$ cat src/rtl/bcd_lap_timer.sv
// Tenths-of-a-second stopwatch / countdown timer with BCD digits {min, sec_tens, sec_ones, tenths},
// lap hold, preset load and expiry on down-count reaching zero.
module bcd_lap_timer #(
  parameter int TICK_DIV = 10_000_000,
  parameter int MIN_MAX  = 9
) (
  input  logic        clk,
  input  logic        reset,
  input  logic        start,
  input  logic        stop,
  input  logic        clear,
  input  logic        dir,
  input  logic        load,
  input  logic [15:0] preset_bcd,
  input  logic        lap,
  output logic [15:0] disp_bcd,
  output logic        running,
  output logic        lap_active,
  output logic        expired,
  output logic        wrap
);

  localparam int              PW      = (TICK_DIV > 2) ? $clog2(TICK_DIV) : 1;
  localparam logic [PW-1:0]   PS_LAST = PW'(TICK_DIV - 1);
  localparam logic [3:0]      MIN_TOP = 4'(MIN_MAX);
  localparam logic [15:0]     TOP     = {MIN_TOP, 4'd5, 4'd9, 4'd9};

  typedef enum logic [1:0] {IDLE, RUN, PAUSED, EXPIRED} state_t;

  state_t        state, state_d;
  logic [15:0]   count, count_d;
  logic [15:0]   lap_reg, lap_reg_d;
  logic [PW-1:0] ps, ps_d;
  logic          dir_q, dir_d;
  logic          lap_act_d, wrap_d;
  logic          tick, idle_or_paused;

  function automatic logic [3:0] clamp(input logic [3:0] d, input logic [3:0] hi);
    return (d > hi) ? hi : d;
  endfunction

  function automatic logic [15:0] bcd_inc(input logic [15:0] c);
    logic [15:0] r;
    r = c;
    if (c[3:0] != 4'd9) r[3:0] = c[3:0] + 4'd1;
    else begin
      r[3:0] = 4'd0;
      if (c[7:4] != 4'd9) r[7:4] = c[7:4] + 4'd1;
      else begin
        r[7:4] = 4'd0;
        if (c[11:8] != 4'd5) r[11:8] = c[11:8] + 4'd1;
        else begin
          r[11:8]  = 4'd0;
          r[15:12] = c[15:12] + 4'd1;
        end
      end
    end
    return r;
  endfunction

  function automatic logic [15:0] bcd_dec(input logic [15:0] c);
    logic [15:0] r;
    r = c;
    if (c[3:0] != 4'd0) r[3:0] = c[3:0] - 4'd1;
    else begin
      r[3:0] = 4'd9;
      if (c[7:4] != 4'd0) r[7:4] = c[7:4] - 4'd1;
      else begin
        r[7:4] = 4'd9;
        if (c[11:8] != 4'd0) r[11:8] = c[11:8] - 4'd1;
        else begin
          r[11:8]  = 4'd5;
          r[15:12] = c[15:12] - 4'd1;
        end
      end
    end
    return r;
  endfunction

  assign tick           = (state == RUN) && (ps == PS_LAST);
  assign idle_or_paused = (state == IDLE) || (state == PAUSED);

  always_comb begin
    state_d   = state;
    count_d   = count;
    ps_d      = ps;
    dir_d     = dir_q;
    lap_reg_d = lap_reg;
    lap_act_d = lap_active;
    wrap_d    = 1'b0;

    // Lap toggling sits beside the state machine; clear below overrides it.
    if (lap) begin
      if (lap_active) lap_act_d = 1'b0;
      else if (state == RUN) begin
        lap_act_d = 1'b1;
        lap_reg_d = count;
      end
    end

    if (clear) begin
      count_d   = 16'h0000;
      lap_act_d = 1'b0;
      state_d   = IDLE;
      ps_d      = '0;
    end else if (load && idle_or_paused) begin
      count_d = {clamp(preset_bcd[15:12], MIN_TOP), clamp(preset_bcd[11:8], 4'd5),
                 clamp(preset_bcd[7:4], 4'd9), clamp(preset_bcd[3:0], 4'd9)};
    end else if (stop) begin
      // stop blocks start in every state, and freezes the prescaler in RUN
      if (state == RUN) state_d = PAUSED;
    end else if (start && idle_or_paused) begin
      if (!(dir && count == 16'h0000)) begin
        dir_d   = dir;
        state_d = RUN;
      end
    end else if (state == RUN) begin
      ps_d = tick ? '0 : ps + PW'(1);
      if (tick) begin
        if (!dir_q) begin
          if (count == TOP) begin
            count_d = 16'h0000;
            wrap_d  = 1'b1;
          end else count_d = bcd_inc(count);
        end else if (count <= 16'h0001) begin
          count_d = 16'h0000;
          state_d = EXPIRED;
        end else count_d = bcd_dec(count);
      end
    end
  end

  always_ff @(posedge clk) begin
    if (reset) begin
      state      <= IDLE;
      count      <= 16'h0000;
      ps         <= '0;
      dir_q      <= 1'b0;
      lap_reg    <= 16'h0000;
      lap_active <= 1'b0;
      disp_bcd   <= 16'h0000;
      running    <= 1'b0;
      expired    <= 1'b0;
      wrap       <= 1'b0;
    end else begin
      state      <= state_d;
      count      <= count_d;
      ps         <= ps_d;
      dir_q      <= dir_d;
      lap_reg    <= lap_reg_d;
      lap_active <= lap_act_d;
      disp_bcd   <= lap_active ? lap_reg : count;
      running    <= (state == RUN);
      expired    <= (state == EXPIRED);
      wrap       <= wrap_d;
    end
  end

endmodule

$ cat config.mk
export PLATFORM = sky130hd
export DESIGN_NAME = bcd_lap_timer
export DESIGN_NICKNAME = d
export VERILOG_FILES = /design/src/rtl/bcd_lap_timer.sv
export SDC_FILE = /design/constraint.sdc
export NUM_CORES = 1
export LEC_CHECK = 0
export CORE_ASPECT_RATIO = 1.75
export CORE_UTILIZATION = 60
export CTS_CLUSTER_SIZE = 30
export DETAILED_ROUTE_END_ITERATION = 7
export HOLD_SLACK_MARGIN = 0.1
export PLACE_DENSITY = 0.84
export SLEW_MARGIN = 30
export SYNTH_ARGS = -nofsm -noshare
export SYNTH_HDL_FRONTEND = slang
export SYNTH_SLANG_ARGS = --single-unit
$ cat constraint.sdc
create_clock -name clk -period 4.9 [get_ports clk]
set_clock_uncertainty 0.05 [all_clocks]
set_input_delay 1.47 -clock clk [delete_from_list [all_inputs] [get_ports clk]]
set_output_delay 1.47 -clock clk [all_outputs]
set_load 0.05 [all_outputs]
# Yosys cells after proc, flatten, opt, wreduce, memory -nomap -nowiden
# Cells that the tools add are included.
dict set report op_classes {
  magnitude_cmp 5
  n_bitwise 8
  eq_ne 18
  reduce_logical 26
  n_mux 37
  addsub 9
}
# operator n
set ops {}
lappend ops {{16-bit two-way mux} 9}
lappend ops {{4-bit two-way mux} 12}
lappend ops {{4-bit inequality test, second input constant} 8}
lappend ops {{24-bit by 1-bit adder with 24-bit output, second input constant} 1}
lappend ops {{24-bit equality test, second input constant} 1}
lappend ops {{12-bit two-way mux} 2}
lappend ops {{24-bit two-way mux} 1}
lappend ops {{4-bit by 1-bit adder with 4-bit output, second input constant} 4}
lappend ops {{16-bit equality test, second input constant} 1}
lappend ops {{16-bit by 1-bit less-or-equal comparator with 1-bit output, second input constant} 1}
lappend ops {{16-bit zero test} 1}
lappend ops {{2-bit two-way mux} 8}
lappend ops {{8-bit two-way mux} 2}
lappend ops {{4-bit by 1-bit subtractor with 4-bit output, second input constant} 4}
lappend ops {{4-bit greater-than comparator, second input constant} 3}
lappend ops {{4-bit nonzero test} 3}
lappend ops {{10-bit AND reduction} 1}
lappend ops {{3-bit nonzero test} 3}
lappend ops {{1-bit NOT} 8}
lappend ops {{4-bit AND reduction} 2}
lappend ops {{8-bit AND reduction} 1}
lappend ops {{8-bit OR reduction} 1}
lappend ops {{7-bit AND reduction} 1}
lappend ops {{6-bit AND reduction} 1}
lappend ops {{other kinds (15)} 24}
dict set report word_totals {
  input_bits 24
  output_inout_bits 20
  ff_bits 79
}

# Longest topological paths before layout
# Gate-level depths: netlist of run 1.
dict set report depth {
  depth_word 11
  mapped_depth 10
  ltp_nobuf 8
}

# Worst setup path before layout of run 1
# No wires, ideal clock.
dict set report synth_path {
  path_kind {input port to flip-flop}
  start {input port load}
  end {register count[9]}
  slack_ps 1971
  setup_time_ps 131
  t_arrival_ps 2748
  required_ps 4719
  path_stages 8
  path_cell_list {nor2b_1 clkbuf_1 nor2_1 and3_1 a21o_1 buf_2 a311oi_1 o32ai_1}
}
dict set report synth_via {
  elab_chain_len 3
}
# element line
set synth_rtl {}
lappend synth_rtl {{from (decl)} 13} ;# input logic load,
lappend synth_rtl {{1-bit logical AND *} 106} ;# end else if (load && idle_or_paused) begin
lappend synth_rtl {{4-bit inequality test (no line) (tied with other cells)} -}
lappend synth_rtl {{8-bit AND reduction (no line)} -}
lappend synth_rtl {{to (signal assigned)} 147} ;# count <= count_d;
lappend synth_rtl {{to (decl)} 31} ;# logic [15:0] count, count_d;
# Mark *: on every way between the ends. The rest lies on a longest branch, timed or not.
# A chain may end at the register's enable or synchronous reset.

# Final worst setup path of run 1
# Same ends and word-level chain as after synthesis.

==> summary.txt, run 1 <==
Final layout
  – Antenna diodes: 0
  – Footprint of the flip-flops and latches: around 0.0016 mm²
  – Number of filler instances in the final layout: 549
  – Largest register FFs: 24
  – # nets final: roughly 570
  – Total area of multi-input combinational cells: about 0.0024 mm²
  – Share of layout cells above drive strength 1: 0.0552
  – Post-route cell area: approximately 0.0049 mm²
  – Layout area overhead: 17.9%
  – Biggest register: ps

Yosys
  – Syn Std Cell Area: 0.00412 mm²
  – Number of unique standard cell types used by synthesis: 62
  – Top-area cell type share of the netlist area: 0.384
  – Seq/Total Area, Yosys: 0.384
  – Avg Inst Size Synth: about 8 µm²
  – Library cell occupying the most area in the post-synthesis netlist: sky130_fd_sc_hd__dfxtp_1
  – Register bit count reported by yosys: 79
  – Most used standard cell by instance count after synthesis: sky130_fd_sc_hd__dfxtp_1
  – Most frequent cells after synthesis: 79 x sky130_fd_sc_hd__dfxtp_1, 71 x sky130_fd_sc_hd__nor2_1, 62 x sky130_fd_sc_hd__nand2_1, 36 x sky130_fd_sc_hd__a21oi_1, 25 x sky130_fd_sc_hd__clkbuf_1
  – Synthesized netlist cell count: just over 500
  – Largest cells by area after synthesis: sky130_fd_sc_hd__dfxtp_1 38%, sky130_fd_sc_hd__nor2_1 6.5%, sky130_fd_sc_hd__nand2_1 5.6%
  – Net count after synthesis: 543
  – Total number of yosys warnings: 0
  – Share of flip-flops with an asynchronous set or reset after synthesis: 0
  – Count of flip-flops with a built-in enable after synthesis: 0
  – Most common flop cell mapped by yosys: sky130_fd_sc_hd__dfxtp_1

Route
  – Routed WL: around 10000 µm
  – Number of nets still failing antenna checks after routing: 0
  – Violation count after the first detailed-route iteration: 242
  – Detailed-route vias per instance: 6.09
  – Number of detailed-routing iterations run before antenna repair: 5
  – Vias: 3807
  – DRC violations left: 0
  – DR WL/cell: around 17 µm

CTS
  – TritonCTS sink count: between 70 and 80
  – Clock transition at the register clock pins on the worst setup and hold paths after CTS: 0.06 ns
  – Resized cells post-CTS: 0
  – CTS tree: yes
  – Hold-fix buffer count after cts: 0
  – Total clock buffers created by CTS: 9
  – Depth of the CTS H-tree: 3
  – Latest clock arrival within the worst-skew pair: approximately 0.34 ns
  – Post-CTS Setup Bufs: 0
  – Max Buffers Root-to-Sink: 2
  – Clock root buffer: sky130_fd_sc_hd__clkbuf_16

Setup path
  – Kind of cell with the highest combined delay on the critical path: simple AND/OR/NAND/NOR gates
  – Startpoint Class: input port
  – Data arrival, critical path: 3.62 ns
  – Kind of critical path: in2reg
  – CP Max Fanout: 14
  – Kind of end point of the critical path: flop
  – Largest incremental delay on the critical path: 0.52 ns
  – CP Data Required Time: 5.09 ns
  – CP cell instances: clkdlybuf4s50_1 > nor2b_1 > buf_4 > nor2_1 > and3_1 > a21o_1 > or2_1 > o32ai_1
  – Critical path buffer and inverter count: 2
  – Slowest library cell on the worst path: sky130_fd_sc_hd__clkdlybuf4s50_1

GRT
  – Grt ovf: 0
  – Largest net degree at the start of global routing: 34
  – Number of antenna violations at the first check in global routing: 0
  – GRT Overall Usage: 0.309
  – Number of global-route vias before repair: 3687
  – First-pass GRT wire length: 17100 µm

Floorplanning
  – Vertical die dimension: around 110 µm
  – Cell row count: 39
  – Number of top-level pins: 44
  – Area of the core: 0.00659 mm²
  – Die width: roughly 65 µm
  – Floorplan die area: ~0.0072 mm²
  – Initial Util: 0.625

Placed design
  – Number of buffer cells added on primary ports: between 40 and 50
  – Total placed instance area: ~0.0046 mm²
  – Placed wire-length estimate: 7620 µm
  – Gp weighted congestion: between 1 and 1.5
  – Setup WS pre-CTS: 1.19 ns

Timing
  – Least setup slack across all paths after layout: 1.47 ns
  – Aggregate negative setup slack: 0 ns
  – Final cycle utilization of the critical path: 0.700
  – RSZ-0062 raised after global routing: false
  – Fmax: 292 MHz
  – Number of max-slew violations in the final report: 0
  – Post-layout min period: 3.43 ns
  – Number of setup violations in the final report: 0
  – Transition time at the pin with the least slew margin: 0.798 ns
  – Number of hold violations in the final report: 0
  – Worst-case headroom to the max-slew limit: 0.466

Run status
  – Result of the run: finished, final reports clean

Hold path
  – Type of the tightest min-delay check: reg2reg

Power
  – Power density normalized to cell area: 299 mW/mm²
  – Pleak: roughly 1.6 nW
  – Peak supply drop: 0.281 mV

Run
  – MaxCap Viol Count: 0
==> cells in the final DEF, fill, tap and decap left out, types with 3 or more instances in the layout <==
cell type,n
sky130_fd_sc_hd__a221oi_1,4
sky130_fd_sc_hd__xor2_1,20
sky130_fd_sc_hd__nor4bb_1,3
sky130_fd_sc_hd__nand3b_1,3
sky130_fd_sc_hd__o32ai_1,3
sky130_fd_sc_hd__clkdlybuf4s50_1,43
sky130_fd_sc_hd__inv_1,15
sky130_fd_sc_hd__or4_4,3
sky130_fd_sc_hd__nor2_1,71
sky130_fd_sc_hd__nand2_1,62
sky130_fd_sc_hd__buf_4,6
sky130_fd_sc_hd__dfxtp_1,79
sky130_fd_sc_hd__or4_1,3
sky130_fd_sc_hd__a21oi_1,36
sky130_fd_sc_hd__o31ai_1,3
sky130_fd_sc_hd__ha_1,9
sky130_fd_sc_hd__nor4_1,6
sky130_fd_sc_hd__clkinv_2,3
sky130_fd_sc_hd__mux2i_1,19
sky130_fd_sc_hd__nand2b_1,5
sky130_fd_sc_hd__o21ai_0,23
sky130_fd_sc_hd__a31oi_1,5
sky130_fd_sc_hd__clkbuf_16,9
sky130_fd_sc_hd__nand4_1,10
sky130_fd_sc_hd__xnor2_1,8
sky130_fd_sc_hd__nor3_1,7
sky130_fd_sc_hd__and2_1,4
sky130_fd_sc_hd__nand3_1,18
sky130_fd_sc_hd__and3_1,3
sky130_fd_sc_hd__nor3b_1,6
sky130_fd_sc_hd__a21o_1,3
sky130_fd_sc_hd__a211oi_1,6
==> cell type report <==
class                      count  area share
sequential                    79       0.325
inverter                      15      0.0116
clock buffer                  10      0.0471
tap                           82      0.0211
multi-input combinational    384       0.484
clock inverter                 6      0.0126
timing repair buffer          49      0.0978
==> metrics by stage <==
stage	util	power [W]	hold slack, ns	cells
2_1_floorplan	-	0.000762	0.386	510
3_3_place_gp	0.694	0.000812	0.391	609
3_5_place_dp	0.694	0.000813	0.400	609
4_1_cts	0.738	0.00145	0.408	625
5_1_grt	0.738	0.00150	0.429	625
6_report	0.738	0.00145	0.409	625
==> metal layers <==
metal / global-route usage / up-vias / share of wire
li1: - / 1869 / -
met1: 0.315 / 1796 / 0.38
met2: 0.566 / 113 / 0.55
met3: 0.0502 / 29 / 0.038
met4: 0.190 / 0 / 0.037
met5: 0 / - / 0
==> worst reg2reg max path: stages (launching register included) <==
cell and delay (ns):
sky130_fd_sc_hd__dfxtp_1 0.46, sky130_fd_sc_hd__or4_4 0.66, sky130_fd_sc_hd__o41a_1 0.35, sky130_fd_sc_hd__o21ai_0 0.61, sky130_fd_sc_hd__nor2_1 0.12, sky130_fd_sc_hd__a221oi_1 0.36, sky130_fd_sc_hd__o41ai_1 0.13
==> worst paths after layout <==
| path | start | cells after the start | slack, ns | to |
|---|---|---|---|---|
| worst min register to register | lap_reg[5] | 2 | 0.41 | lap_reg[5] |
| worst min-delay path | lap_reg[5] | 2 | 0.41 | lap_reg[5] |
| worst max register to register | count[8] | 6 | 2.03 | count[4] |
| worst max-delay path | load | 8 | 1.47 | count[9] |
==> kinds of logic after synthesis <==
| kind of cell | Yosys count | share of synthesized area |
|---|---|---|
| and+or+nand+nor | 219 | 0.263 |
| AOI/OAI and AO/OA | 109 | 0.175 |
| DFF | 79 | 0.384 |
| buffers and inverters | 47 | 0.0449 |
| xor gates and xnor gates | 28 | 0.0595 |
| muxes | 19 | 0.0462 |
| adders and majority gates | 9 | 0.0273 |
==> where the power goes <==
| part | internal (W) | switching [W] | total (W) |
|---|---|---|---|
| Clock | 0.000392 | 0.000257 | 0.000649 |
| Combinational | 0.0000578 | 0.0000827 | 0.000141 |
| Sequential | 0.000649 | 0.0000135 | 0.000662 |
Power figures use the tool's default switching activity.
==> run 2: changes to the inputs <==
CORE_UTILIZATION = 57   (was 60)
PLACE_DENSITY = 0.8   (was 0.84)
clock period = 3.3 ns   (was 4.9 ns; I/O delays follow)
==> summary.txt, run 2 (synthesized netlist as in run 1, its figures left out) <==
Setup path
  – Largest incremental delay on the critical path: 0.42 ns
  – Kind of critical path: reg2reg
  – Critical path buffer and inverter count: 1
  – CP Data Required Time: around 3.5 ns
  – CP cell instances: inv_1 > ha_1 > nor3b_1 > nand4_1 > and3_1 > a21o_1 > o311ai_0 > o31ai_1
  – Slowest library cell on the worst path: sky130_fd_sc_hd__dfxtp_1
  – CP Max Fanout: 14
  – Startpoint Class: flop
  – Data arrival, critical path: 2.98 ns
  – Kind of end point of the critical path: flop
  – Internal reg-to-reg setup slack: 0.47 ns
  – Kind of cell with the highest combined delay on the critical path: simple AND/OR/NAND/NOR gates

Run status
  – Result of the run: finished, final reports clean

GRT
  – Number of antenna violations at the first check in global routing: 0
  – First-pass GRT wire length: between 15000 and 20000 µm
  – Number of global-route vias before repair: 3782
  – Grt ovf: 0
  – GRT Overall Usage: 0.297
  – Largest net degree at the start of global routing: 35

Placed design
  – Gp weighted congestion: between 1 and 1.5
  – Placed wire-length estimate: roughly 7600 µm
  – Number of buffer cells added on primary ports: 43
  – Placed Instances: just over 600

CTS
  – Clock root buffer: sky130_fd_sc_hd__clkbuf_16
  – CTS tree: yes
  – Hold-fix buffer count after cts: 0
  – Post-CTS Setup Bufs: 0
  – Resized cells post-CTS: 0
  – Latest clock arrival within the worst-skew pair: between 0.3 and 0.4 ns
  – Clock transition at the register clock pins on the worst setup and hold paths after CTS: 0.06 ns
  – TritonCTS sink count: 79
  – Total clock buffers created by CTS: 9
  – Depth of the CTS H-tree: 3
  – Max Buffers Root-to-Sink: 2

Timing
  – Final cycle utilization of the critical path: 0.857
  – Worst-case headroom to the max-slew limit: 0.534
  – Transition time at the pin with the least slew margin: 0.690 ns
  – Fmax: 354 MHz
  – Post-layout min period: 2.83 ns
  – Number of max-slew violations in the final report: 0
  – RSZ-0062 raised after global routing: false
  – Aggregate negative setup slack: 0 ns
  – Number of hold violations in the final report: 0
  – Number of setup violations in the final report: 0
  – Worst hold margin: 0.407 ns

Final layout
  – Largest register FFs: 24
  – Number of cells in the finished layout apart from fillers: 636
  – Layout area overhead: 19.6%
  – Most frequent standard cell in the layout excluding fill and tap cells: sky130_fd_sc_hd__dfxtp_1
  – Number of filler instances in the final layout: between 500 and 600
  – # nets final: 580
  – Most frequent cells in the layout: 79 x sky130_fd_sc_hd__dfxtp_1, 71 x sky130_fd_sc_hd__nor2_1, 62 x sky130_fd_sc_hd__nand2_1, 43 x sky130_fd_sc_hd__clkdlybuf4s50_1, 36 x sky130_fd_sc_hd__a21oi_1
  – Share of layout cells above drive strength 1: 0.0725
  – Biggest register: ps
  – Antenna diodes: 0

Floorplanning
  – Die width: 66.3 µm
  – Floorplan die area: about 0.0076 mm²
  – Cell row count: 40
  – Vertical die dimension: 114 µm
  – Area of the core: 0.00691 mm²
  – Number of top-level pins: 44
  – Initial Util: 0.597

Run
  – MaxCap Viol Count: 0

Route
  – Vias: 3887
  – DR WL/cell: 16.5 µm
  – Violation count after the first detailed-route iteration: 243
  – DRC violations left: 0
  – Routed WL: between 10000 and 15000 µm
  – Detailed-route vias per instance: ~6
  – Number of nets still failing antenna checks after routing: 0
  – Number of detailed-routing iterations run before antenna repair: 4

Power
  – Pleak: 1.69 nW
  – Peak supply drop: between 0.3 and 0.4 mV
  – Power density normalized to cell area: about 440 mW/mm²

Hold path
  – Type of the tightest min-delay check: reg2reg
## run 2: worst register-to-register path: cells and delay by family, from the launching register on
kind | cells | cell delay, ns
AND/OR/NAND/NOR | 3 | 0.88
AO/OA/AOI/OAI | 3 | 0.88
flip-flops | 1 | 0.42
adder cells (fa/ha/maj) | 1 | 0.30
buffers and inverters | 1 | 0.15
## run 2: routing by layer
layer | GRT usage | wire [µm]
met1 | 0.302 | 4070
met4 | 0.182 | 482
met2 | 0.535 | 5600
met5 | 0 | 0
met3 | 0.0588 | 376
## run 2: path summary, 6_finish.rpt
check / cells past startpoint / startpoint / endpoint
worst max-delay path: 8 / count[13] / count[10]
worst min-delay path: 2 / lap_reg[8] / lap_reg[8]
worst max register to register: 8 / count[13] / count[10]
worst min register to register: 2 / lap_reg[8] / lap_reg[8]
## run 2: final cells by class
| type | instances | area (µm²) | share of cell area |
|---|---|---|---|
| Clock buffer | 9 | 225 | 0.0457 |
| Clock inverter | 7 | 63.8 | 0.0129 |
| Inverter | 15 | 56.3 | 0.0114 |
| Multi-Input combinational cell | 384 | 2350 | 0.478 |
| Sequential cell | 79 | 1580 | 0.321 |
| Tap cell | 84 | 105 | 0.0213 |
| Timing Repair Buffer | 58 | 543 | 0.110 |
## run 2: where the power goes
group | switching, W | leakage, nW | total [W] | internal (W)
Sequential | 0.0000185 | 0.638 | 0.000982 | 0.000964
Combinational | 0.000126 | 0.905 | 0.000219 | 0.0000925
Clock | 0.000384 | 0.149 | 0.000963 | 0.000579
## run 2: metrics by stage
stage,setup WS [ns],utilization,power [W],area (µm²)
global route,0.291,0.714,0.00224,4930
CTS,0.531,0.714,0.00217,4930
floorplan,0.851,-,0.00113,4120
global placement,0.282,0.672,0.00121,4640
detailed placement,0.211,0.672,0.00122,4640
finish,0.472,0.714,0.00216,4930
